## src/rtl/teclado_pkg.sv

```systemverilog
// teclado_pkg: shared constants, FSM/scan-class encodings and column helpers
// for the keypad scanner.
package teclado_pkg;
   localparam int ROWS  = 4;
   localparam int COLS  = 4;
   localparam int KEY_W = 4;
   localparam int CB    = $clog2(COLS);
   typedef enum logic [1:0] {SOLTO, DEB_PRESS, PRESSIONADO} estado_t;
   typedef enum logic [1:0] {VAZIO, UNICO, MULTIPLO} classe_t;
   // Key count in one row sample, saturated at 2 (meaning "more than one").
   function automatic logic [1:0] conta_teclas(input logic [COLS-1:0] p);
      logic [2:0] n;
      n = 3'($countones(p));
      return (n > 3'd1) ? 2'd2 : n[1:0];
   endfunction
   function automatic logic [CB-1:0] coluna(input logic [COLS-1:0] p);
      logic [CB-1:0] c;
      c = '0;
      for (int i = COLS - 1; i >= 0; i--)
         if (p[i]) c = CB'(i);
      return c;
   endfunction
endpackage

```

## src/rtl/leitor_teclado_if.sv

```systemverilog
// leitor_teclado_if: key code valid/ack handshake between the keypad scanner
// (master) and the control FSM (slave).
interface leitor_teclado_if;
   import teclado_pkg::*;
   logic [KEY_W-1:0] key_code;
   logic             key_valid;
   logic             key_ack;
   logic             key_overrun;
   modport master (output key_code, output key_valid, output key_overrun, input key_ack);
   modport slave  (input key_code, input key_valid, input key_overrun, output key_ack);
endinterface

```

## src/rtl/sincronizador_2ff.sv

```systemverilog
// sincronizador_2ff: two-flop synchronizer for idle-high asynchronous lines.
module sincronizador_2ff #(
   parameter int WIDTH = 4
) (
   input  logic             clk,
   input  logic             rst_n,
   input  logic [WIDTH-1:0] d,
   output logic [WIDTH-1:0] q
);
   logic [WIDTH-1:0] meta;
   always_ff @(posedge clk or negedge rst_n)
      if (!rst_n) begin
         meta <= '1;
         q    <= '1;
      end else begin
         meta <= d;
         q    <= meta;
      end
endmodule

```

## src/rtl/leitor_teclado.sv

```systemverilog
// leitor_teclado: 4x4 matrix keypad scanner with per-scan debounce, one code per
// press delivered over a valid/ack handshake with overrun flag.
module leitor_teclado
   import teclado_pkg::*;
#(
   parameter int SCAN_DIV       = 1000,
   parameter int DEBOUNCE_SCANS = 4
) (
   input  logic            clk,
   input  logic            rst_n,
   input  logic [COLS-1:0] cols_in,
   output logic [ROWS-1:0] rows_out,
   leitor_teclado_if.master kb
);
   localparam int DW = $clog2(SCAN_DIV);
   localparam int CW = $clog2(DEBOUNCE_SCANS + 1);
   localparam int RW = $clog2(ROWS);
   localparam logic [DW-1:0] DWELL_LAST = DW'(SCAN_DIV - 1);
   localparam logic [CW-1:0] CNT_MAX    = CW'(DEBOUNCE_SCANS);

   logic [DW-1:0]    dwell;
   logic [RW-1:0]    row;
   logic [COLS-1:0]  cols_s, press;
   logic [1:0]       acc_n, row_n, tot_n;
   logic [2:0]       soma;
   logic [KEY_W-1:0] acc_code, row_code, scan_code, cand;
   logic [CW-1:0]    cnt;
   logic             amostra, fim_varredura, aceita;
   estado_t          estado;
   classe_t          classe;

   sincronizador_2ff #(.WIDTH(COLS)) u_sync (
      .clk   (clk),
      .rst_n (rst_n),
      .d     (cols_in),
      .q     (cols_s)
   );

   assign rows_out      = ~(ROWS'(1) << row);
   assign press         = ~cols_s;
   assign amostra       = dwell == DWELL_LAST;
   assign fim_varredura = amostra && row == RW'(ROWS - 1);
   assign row_n         = conta_teclas(press);
   assign row_code      = {row, coluna(press)};
   assign soma          = 3'(acc_n) + 3'(row_n);
   assign tot_n         = (soma > 3'd1) ? 2'd2 : soma[1:0];
   // With a single key in the scan it sits either in this row or in the accumulator.
   assign scan_code     = (row_n == 2'd1) ? row_code : acc_code;
   assign classe        = (tot_n == 2'd0) ? VAZIO : (tot_n == 2'd1) ? UNICO : MULTIPLO;
   assign aceita        = fim_varredura && classe == UNICO &&
                          ((estado == SOLTO && DEBOUNCE_SCANS == 1) ||
                           (estado == DEB_PRESS && scan_code == cand && cnt == CNT_MAX - 1'b1));

   always_ff @(posedge clk or negedge rst_n)
      if (!rst_n) begin
         dwell          <= '0;
         row            <= '0;
         acc_n          <= '0;
         acc_code       <= '0;
         kb.key_code    <= '0;
         kb.key_valid   <= 1'b0;
         kb.key_overrun <= 1'b0;
      end else begin
         dwell <= amostra ? '0 : dwell + 1'b1;
         if (amostra) begin
            row      <= row + 1'b1;
            acc_n    <= fim_varredura ? 2'd0 : tot_n;
            acc_code <= fim_varredura ? '0 : scan_code;
         end
         kb.key_overrun <= aceita && kb.key_valid && !kb.key_ack;
         if (aceita) begin
            kb.key_code  <= scan_code;
            kb.key_valid <= 1'b1;
         end else if (kb.key_ack) begin
            kb.key_valid <= 1'b0;
         end
      end

   // Debounce FSM; advances only when a full matrix scan completes.
   always_ff @(posedge clk or negedge rst_n)
      if (!rst_n) begin
         estado <= SOLTO;
         cnt    <= '0;
         cand   <= '0;
      end else if (fim_varredura) begin
         case (estado)
            SOLTO:
               if (classe == UNICO) begin
                  cand   <= scan_code;
                  cnt    <= aceita ? '0 : CW'(1);
                  estado <= aceita ? PRESSIONADO : DEB_PRESS;
               end
            DEB_PRESS:
               if (classe != UNICO) begin
                  estado <= SOLTO;
                  cnt    <= '0;
               end else if (scan_code != cand) begin
                  cand <= scan_code;
                  cnt  <= CW'(1);
               end else if (aceita) begin
                  estado <= PRESSIONADO;
                  cnt    <= '0;
               end else begin
                  cnt <= cnt + 1'b1;
               end
            PRESSIONADO:
               if (classe != VAZIO) begin
                  cnt <= '0;
               end else if (cnt == CNT_MAX - 1'b1) begin
                  estado <= SOLTO;
                  cnt    <= '0;
               end else begin
                  cnt <= cnt + 1'b1;
               end
            default: begin
               estado <= SOLTO;
               cnt    <= '0;
            end
         endcase
      end
endmodule

```

## src/flat_wrapper.sv

```systemverilog
// flat-port wrapper written by rule: the top's interface ports become plain ports
module leitor_teclado_flat import teclado_pkg::*;
#(
   parameter int SCAN_DIV       = 1000,
   parameter int DEBOUNCE_SCANS = 4
)
  (clk, rst_n, cols_in, rows_out, kb_key_code, kb_key_valid, kb_key_overrun, kb_key_ack);
  leitor_teclado_if kb_i ();
  input  logic clk;
  input  logic rst_n;
  input  logic [COLS-1:0] cols_in;
  output logic [ROWS-1:0] rows_out;
  output wire logic [$bits(kb_i.key_code)-1:0] kb_key_code;
  output wire logic [$bits(kb_i.key_valid)-1:0] kb_key_valid;
  output wire logic [$bits(kb_i.key_overrun)-1:0] kb_key_overrun;
  input wire logic [$bits(kb_i.key_ack)-1:0] kb_key_ack;
  assign kb_key_code = kb_i.key_code;
  assign kb_key_valid = kb_i.key_valid;
  assign kb_key_overrun = kb_i.key_overrun;
  assign kb_i.key_ack = kb_key_ack;
  leitor_teclado #(.SCAN_DIV(SCAN_DIV), .DEBOUNCE_SCANS(DEBOUNCE_SCANS)) u_core (.clk(clk), .rst_n(rst_n), .cols_in(cols_in), .rows_out(rows_out), .kb(kb_i));
endmodule
```

## config.mk

```make
export PLATFORM = sky130hd
export DESIGN_NAME = leitor_teclado_flat
export DESIGN_NICKNAME = d
export VERILOG_FILES = /design/src/rtl/teclado_pkg.sv /design/src/rtl/leitor_teclado_if.sv /design/src/rtl/sincronizador_2ff.sv /design/src/rtl/leitor_teclado.sv /design/src/flat_wrapper.sv
export SDC_FILE = /design/constraint.sdc
export NUM_CORES = 1
export LEC_CHECK = 0
export BUFFER_PORTS_ARGS = -buffer_cell sky130_fd_sc_hd__buf_4
export CORE_UTILIZATION = 42
export DETAILED_ROUTE_END_ITERATION = 10
export PLACE_DENSITY = 0.61
export SKIP_CTS_REPAIR_TIMING = 1
export SLEW_MARGIN = 20
export SYNTH_ARGS = -nofsm -noshare
export SYNTH_HDL_FRONTEND = slang
export SYNTH_SLANG_ARGS = --single-unit
```

## constraint.sdc

```tcl
create_clock -name clk -period 4.87 [get_ports clk]
set_input_delay 0.974 -clock clk [delete_from_list [all_inputs] [get_ports clk]]
set_output_delay 0.974 -clock clk [all_outputs]
set_load 0.05 [all_outputs]
```

==> results of run 1 <==
## layout make-up
cell class	instances	area share, %
clock buffer	8	3.21
inverter	20	3.06
multi-input combinational	151	43.6
sequential	41	41.5
tap	70	3.51
timing repair buffer	17	5.12
## worst max-delay path by stage
stage | slack (ns) | startpoint | cells after the start | end
finish | 0.51 | u_core.u_sync.q[0] | 14 | u_core.kb.key_code[3]
global route | 0.25 | u_core.u_sync.q[0] | 14 | u_core.kb.key_code[3]
CTS | 0.48 | u_core.u_sync.q[0] | 14 | u_core.kb.key_code[3]
detailed placement | 0.51 | u_core.u_sync.q[0] | 14 | u_core.kb.key_code[3]
global placement | 0.56 | u_core.u_sync.q[0] | 14 | u_core.kb.key_code[3]
floorplan | 0.92 | u_core.u_sync.q[0] | 14 | u_core.kb.key_code[3]
## logic make-up (layout without fill, tap and decap cells)
family / Yosys count / count (layout) / synth area share, %
compound gates: 38 / 38 / 9.83
xor+xnor: 12 / 12 / 5.06
fa+ha+maj: 16 / 16 / 9.66
buf+inv: 27 / 45 / 4.66
flops: 41 / 41 / 46.5
mux: 7 / 7 / 3.99
simple gates: 78 / 78 / 20.3
## critical path, cell delays in order (launching register included)
cell      delay, ns
dfstp_2        0.56
inv_1          0.05
ha_1           0.29
ha_1           0.21
fa_1           0.46
or3b_1         0.56
clkinv_2       0.17
ha_1           0.16
inv_1          0.05
fa_1           0.54
nand3_1        0.16
nor3_1         0.20
nand2_1        0.11
nor4_4         0.40
mux2_4         0.34
## stage by stage
stage                     utilization [%]  hold WS (ns)  std cells  total power [mW]  setup slack (ns)
after floorplan                         -         0.345        219             0.411             0.924
after global placement               47.3         0.348        299             0.433             0.556
after detailed placement             47.3         0.347        299             0.433             0.509
after CTS                            48.8         0.358        307             0.652             0.482
after global routing                 48.8         0.362        307             0.673             0.245
final                                48.8         0.357        307             0.645             0.508
## routing by layer
metal	wire [um]	global-route usage [%]	up-vias
li1	-	-	791
met1	2160	24.8	757
met2	1880	25.1	21
met3	116	4.02	6
met4	73	6.92	0
met5	0	0	-
## sequential cells by signal (all words and copies together), names as in the netlist
name / cells
u_core.acc_code: 4
u_core.acc_n: 2
u_core.cand: 4
u_core.cnt: 3
u_core.dwell: 10
u_core.estado: 2
u_core.kb.key_code: 4
u_core.kb.key_overrun: 1
u_core.kb.key_valid: 1
u_core.row: 2
u_core.u_sync.meta: 4
u_core.u_sync.q: 4
## power groups by stage
stage | sequential, mW | clock, mW | combinational, mW
4_1_cts | 0.348 | 0.225 | 0.0790
6_report | 0.348 | 0.219 | 0.0778
5_1_grt | 0.349 | 0.236 | 0.0881
3_3_place_gp | 0.354 | 0 | 0.0781
3_5_place_dp | 0.355 | 0 | 0.0782
2_1_floorplan | 0.354 | 0 | 0.0564
## cell usage in the layout, fill, tap and decap left out, drive strengths merged, types with 2 or more instances in the layout
cell type,netlist,layout
dfrtp,33,33
inv,19,19
buf,1,17
nand2,17,17
nor2,15,15
ha,14,14
o21ai,13,13
a21oi,12,12
nand3,10,10
nor3,9,9
dfstp,8,8
clkbuf,6,8
xor2,6,6
xnor2,6,6
nand4,5,5
mux2i,5,5
nand2b,4,4
a31oi,4,4
and3,3,3
o31ai,3,3
nor4,3,3
or3,2,2
nor2b,2,2
fa,2,2
mux2,2,2
==> metrics.yaml, run 1 <==
drt:
  final_antenna_net_count: 0
  drt_iter0_drc: 122
  wl_per_cell_um: 13.8
  routed_via_density: 5.13
  drt_first_pass_iters: 5
  via_count: 1575
  totalWireLength_mm: 4.23
  drcViolationCount: 0
yosys:
  synth_cell_types: 49
  synth_top_cell_area_share_pct: 37.1
  avgSynthCellArea_um2: 10.2
  synth.cell_area_um2: 2230
  yosys-top-cells-count: "33 x dfrtp_1, 19 x inv_1, 16 x nand2_1"
  ys.warnings.count: 0
  synth_fp_nets: 242
  syn_inst: 219
  yosysMostFrequentCell: "dfrtp_1"
  synth_edf_count: 0
  seq_area_frac_synth_pct: 46.5
  yosys-top-cells-area: "dfrtp_1 37%, dfstp_2 9.4%, ha_1 7.9%"
  async_reset_ff_share_pct: 100
  synth_area_leader_cell: "dfrtp_1"
  synthFlopType: "dfrtp_1"
  ys_seq_elements: 41
cells_and_area:
  diodes: 0
  syn2layout_area_growth_pct: 12.0
  stdcell_area_um2: 2490
  drive_above_1_share_pct: 16.9
  layout.filler_cells: 510
  final_nets: 259
  multi_input_area_um2: 1090
  register_area_um2: 1040
timing:
  rsz0062_at_grt: "false"
  hold_viol: 0
  worst_pin_slew_ns: 0.536
  fin_setup_tns_ns: 0
  slew_violations: 0
  final.setup_skew_ns: 0.00445
  period_share_pct: 89.6
  min_period_ns: 4.36
  fmax_mhz: 229
  slew_headroom_pct: 64.3
  finalSetupViolCount: 0
grt:
  grt_pass1_vias: 1461
  grt_max_degree: 42
  overflow: 0
  antenna_found_initial: 0
  grt_usage_pct: 17.2
  grt_first_pass_wirelength_mm: 7.10
die:
  rows: 26
  die_h_um: 74.8
  die_area_um2: 5600
  core_region_area_um2: 5110
  ios: 17
  die_w_um: 74.8
  initial_core_util_pct: 43.6
setup_path:
  crit_arrival_ns: 4.55
  reg2reg_to: "u_core.kb.key_code[3]"
  crit_path_max_fanout: 11
  r2r_cells: 14
  end_kind: "flop"
  cp.required_ns: 5.05
  r2r_slack_ns: 0.51
  cp-start-kind: "flop"
  crit_type: "reg -> reg"
  reg2reg_from: "u_core.u_sync.q[0]"
clocking:
  clk_pin_slew_ns: 0.07
  clock_latency_ns: 0.30
  clockRootBuffer: "clkbuf_8"
  cts_tree: "yes"
  cts.path.max_buffers: 2
  numCtsBuffers: 5
  clock-sinks: 41
  htreeDepth: 2
pwr:
  p_leak_nw: 1.09
  switching_share_pct: 25.8
  p_comb_share_pct: 12.1
  power_density_nw_per_um2: 258
  intPower_uw: 478
  p_clk_share_pct: 33.9
  seqPwrFrac_pct: 54.0
  switchingPower_uw: 167
  ir_worst_vdd_uv: 117
placement:
  place_congestion: 0.776
  port_buffers: 16
  hpwlAfterDp_mm: 3.01
  dpl_cell_area_um2: 2410
min_path:
  holdPathEnd: "u_core.u_sync.q[3]"
  min_path_type: "reg -> reg"
  holdPathStages: 0
  holdCritStartpoint: "u_core.u_sync.meta[3]"
job:
  cap_violations: 0
run_status:
  outcome: "completed"
(Power assumes the default switching activity.)
==> inputs of run 2 (changes only) <==
--- a/config.mk
+++ b/config.mk
@@ -6,6 +6,7 @@
 export NUM_CORES = 1
 export LEC_CHECK = 0
 export BUFFER_PORTS_ARGS = -buffer_cell sky130_fd_sc_hd__buf_4
+export CORE_MARGIN = 1.5
 export CORE_UTILIZATION = 42
 export DETAILED_ROUTE_END_ITERATION = 10
 export PLACE_DENSITY = 0.61
==> metrics.yaml, run 2 (synthesis gave the netlist of run 1 again) <==
pwr:
  power_density_nw_per_um2: 295  # +14%
  ir_worst_vdd_uv: 238  # +100%
  p_leak_nw: 1.12  # +2.6%
clocking:
  clockRootBuffer: "clkbuf_8"
  numCtsBuffers: 5  # unchanged
  cts_tree: "yes"
  clock-sinks: 41  # unchanged
  cts.path.max_buffers: 2  # unchanged
  clk_pin_slew_ns: 0.08  # about the same
  clock_latency_ns: 0.29  # about the same
  htreeDepth: 2  # unchanged
drt:
  wl_per_cell_um: 13.7  # -0.47%
  drt_first_pass_iters: 4  # -1
  drcViolationCount: 0  # unchanged
  totalWireLength_mm: 4.21  # -0.47%
  drt_iter0_drc: 65  # -47%
  routed_via_density: 5.17  # +0.76%
  final_antenna_net_count: 0  # unchanged
  via_count: 1587  # +0.76%
setup_path:
  cp.required_ns: 5.05  # about the same
  cp-start-kind: "flop"
  crit_slowest_cell: "dfstp_2"
  crit_arrival_ns: 4.59  # +0.04 ns
  worstPathCellList: "inv_1, ha_1, ha_1, fa_1, or3b_1, clkinv_2, ha_1, inv_1, fa_1, nand3_1, nor3_1, nand2_1, nor4_4, mux2_4"
  end_kind: "flop"
  crit_path_max_fanout: 11  # unchanged
  cpPeakStageDelay_ns: 0.57  # about the same
  crit_type: "reg -> reg"
  cpMostUsedCell: "ha_1"
cells_and_area:
  final_cell_mix: "33 x dfrtp_1, 19 x inv_1, 17 x buf_4, 16 x nand2_1, 15 x nor2_1"
  largest_reg_flops: 10  # unchanged
  drive_above_1_share_pct: 18.1  # +1.3 points
  final_nets: 259  # unchanged
  top_register: "u_core.dwell"
  layout.filler_cells: 487  # -4.5%
  syn2layout_area_growth_pct: 14.4
  final_core_util_pct: 49.9  # +1.1 points
  layout_commonest_cell: "dfrtp_1"
  diodes: 0  # unchanged
timing:
  fmax_mhz: 227  # -1.0%
  fin_setup_tns_ns: 0  # unchanged
  final.setup_skew_ns: 0.00276  # -0.00169 ns
  hold_viol: 0  # unchanged
  slew_headroom_pct: 65.1  # +0.86 points
  worst_pin_slew_ns: 0.523  # -0.0129 ns
  min_period_ns: 4.41  # +0.0444 ns
  setup_ws_ns: 0.463  # -0.0444 ns
  finalSetupViolCount: 0  # unchanged
  rsz0062_at_grt: "false"
  period_share_pct: 90.5  # +0.91 points
  slew_violations: 0  # unchanged
placement:
  dp_slack_ns: 0.489  # -0.0197 ns
  port_buffers: 16  # unchanged
  place_congestion: 0.818  # +5.5%
  hpwlAfterDp_mm: 2.96  # -1.6%
job:
  cap_violations: 0  # unchanged
grt:
  overflow: 0  # unchanged
  antenna_found_initial: 0  # unchanged
  grt_pass1_vias: 1577  # +7.9%
  grt_usage_pct: 16.9  # -0.31 points
  grt_first_pass_wirelength_mm: 7.32  # +3.1%
  grt_max_degree: 42  # unchanged
die:
  die_h_um: 75.8  # +1.3%
  die_area_um2: 5750  # +2.7%
  core_region_area_um2: 5110  # unchanged
  rows: 26  # unchanged
  initial_core_util_pct: 43.6  # unchanged
  die_w_um: 75.8  # +1.3%
  ios: 17  # unchanged
run_status:
  outcome: "completed"
min_path:
  min_path_type: "reg -> reg"
## run 2: changes by cell type in the layout (fill, tap and decap cells not counted), sizes merged
cell | before | now
clkinv | 1 | 2
clkbuf | 8 | 5
bufinv | 0 | 2
## run 2: metrics by stage
step	power [mW]	hold slack [ns]	std cells	cell area, um2
after global placement	0.432	0.349	299	2410
final	0.752	0.357	307	2550
after CTS	0.760	0.360	307	2550
after global routing	0.783	0.363	307	2550
after floorplan	0.411	0.345	219	2230
after detailed placement	0.434	0.347	299	2410
## run 2: path summary, 6_finish.rpt
kind	from	to	slack (ns)	cells after the start
worst max-delay path	u_core.u_sync.q[0]	u_core.kb.key_code[3]	0.46	14
worst min-delay path	u_core.u_sync.meta[3]	u_core.u_sync.q[3]	0.36	0
worst max register to register	u_core.u_sync.q[0]	u_core.kb.key_code[3]	0.46	14
worst min register to register	u_core.u_sync.meta[3]	u_core.u_sync.q[3]	0.36	0
max in group asynchronous	rst_n	u_core.u_sync.meta[1]	3.84	1
min in group asynchronous	rst_n	u_core.row[0]	0.66	1
## run 2: layer usage
metal  vias to the layer above  track usage, %  routed length (um)
li1                        788               -                   -
met1                       764            23.6                2010
met2                        31            26.6                1980
met3                         4            4.63                 178
met4                         0            3.57                  42
met5                         -               0                   0
## run 2: final cells by class
class | count | area (um2) | share of cell area [%]
clock buffers | 5 | 68.8 | 2.70
well taps | 70 | 87.6 | 3.44
flip-flops and latches | 41 | 1040 | 40.6
clock inverters | 3 | 65.1 | 2.55
multi-input cells | 151 | 1090 | 42.7
repair buffers | 17 | 128 | 5.01
inverters | 20 | 76.3 | 2.99
## run 2: critical path: cells and delay by family, from the launching register on
kind / cells / cell delay (ns)
muxes: 1 / 0.34
adders and majority gates: 5 / 1.65
DFF: 1 / 0.57
and+or+nand+nor: 5 / 1.44
buffers and inverters: 3 / 0.27
## run 2: report_power, final
group / internal [mW] / switching, mW / total (mW)
sequential: 0.346 / 0.00195 / 0.348
clock: 0.204 / 0.121 / 0.325
combinational: 0.0299 / 0.0484 / 0.0783
total: 0.580 / 0.172 / 0.752
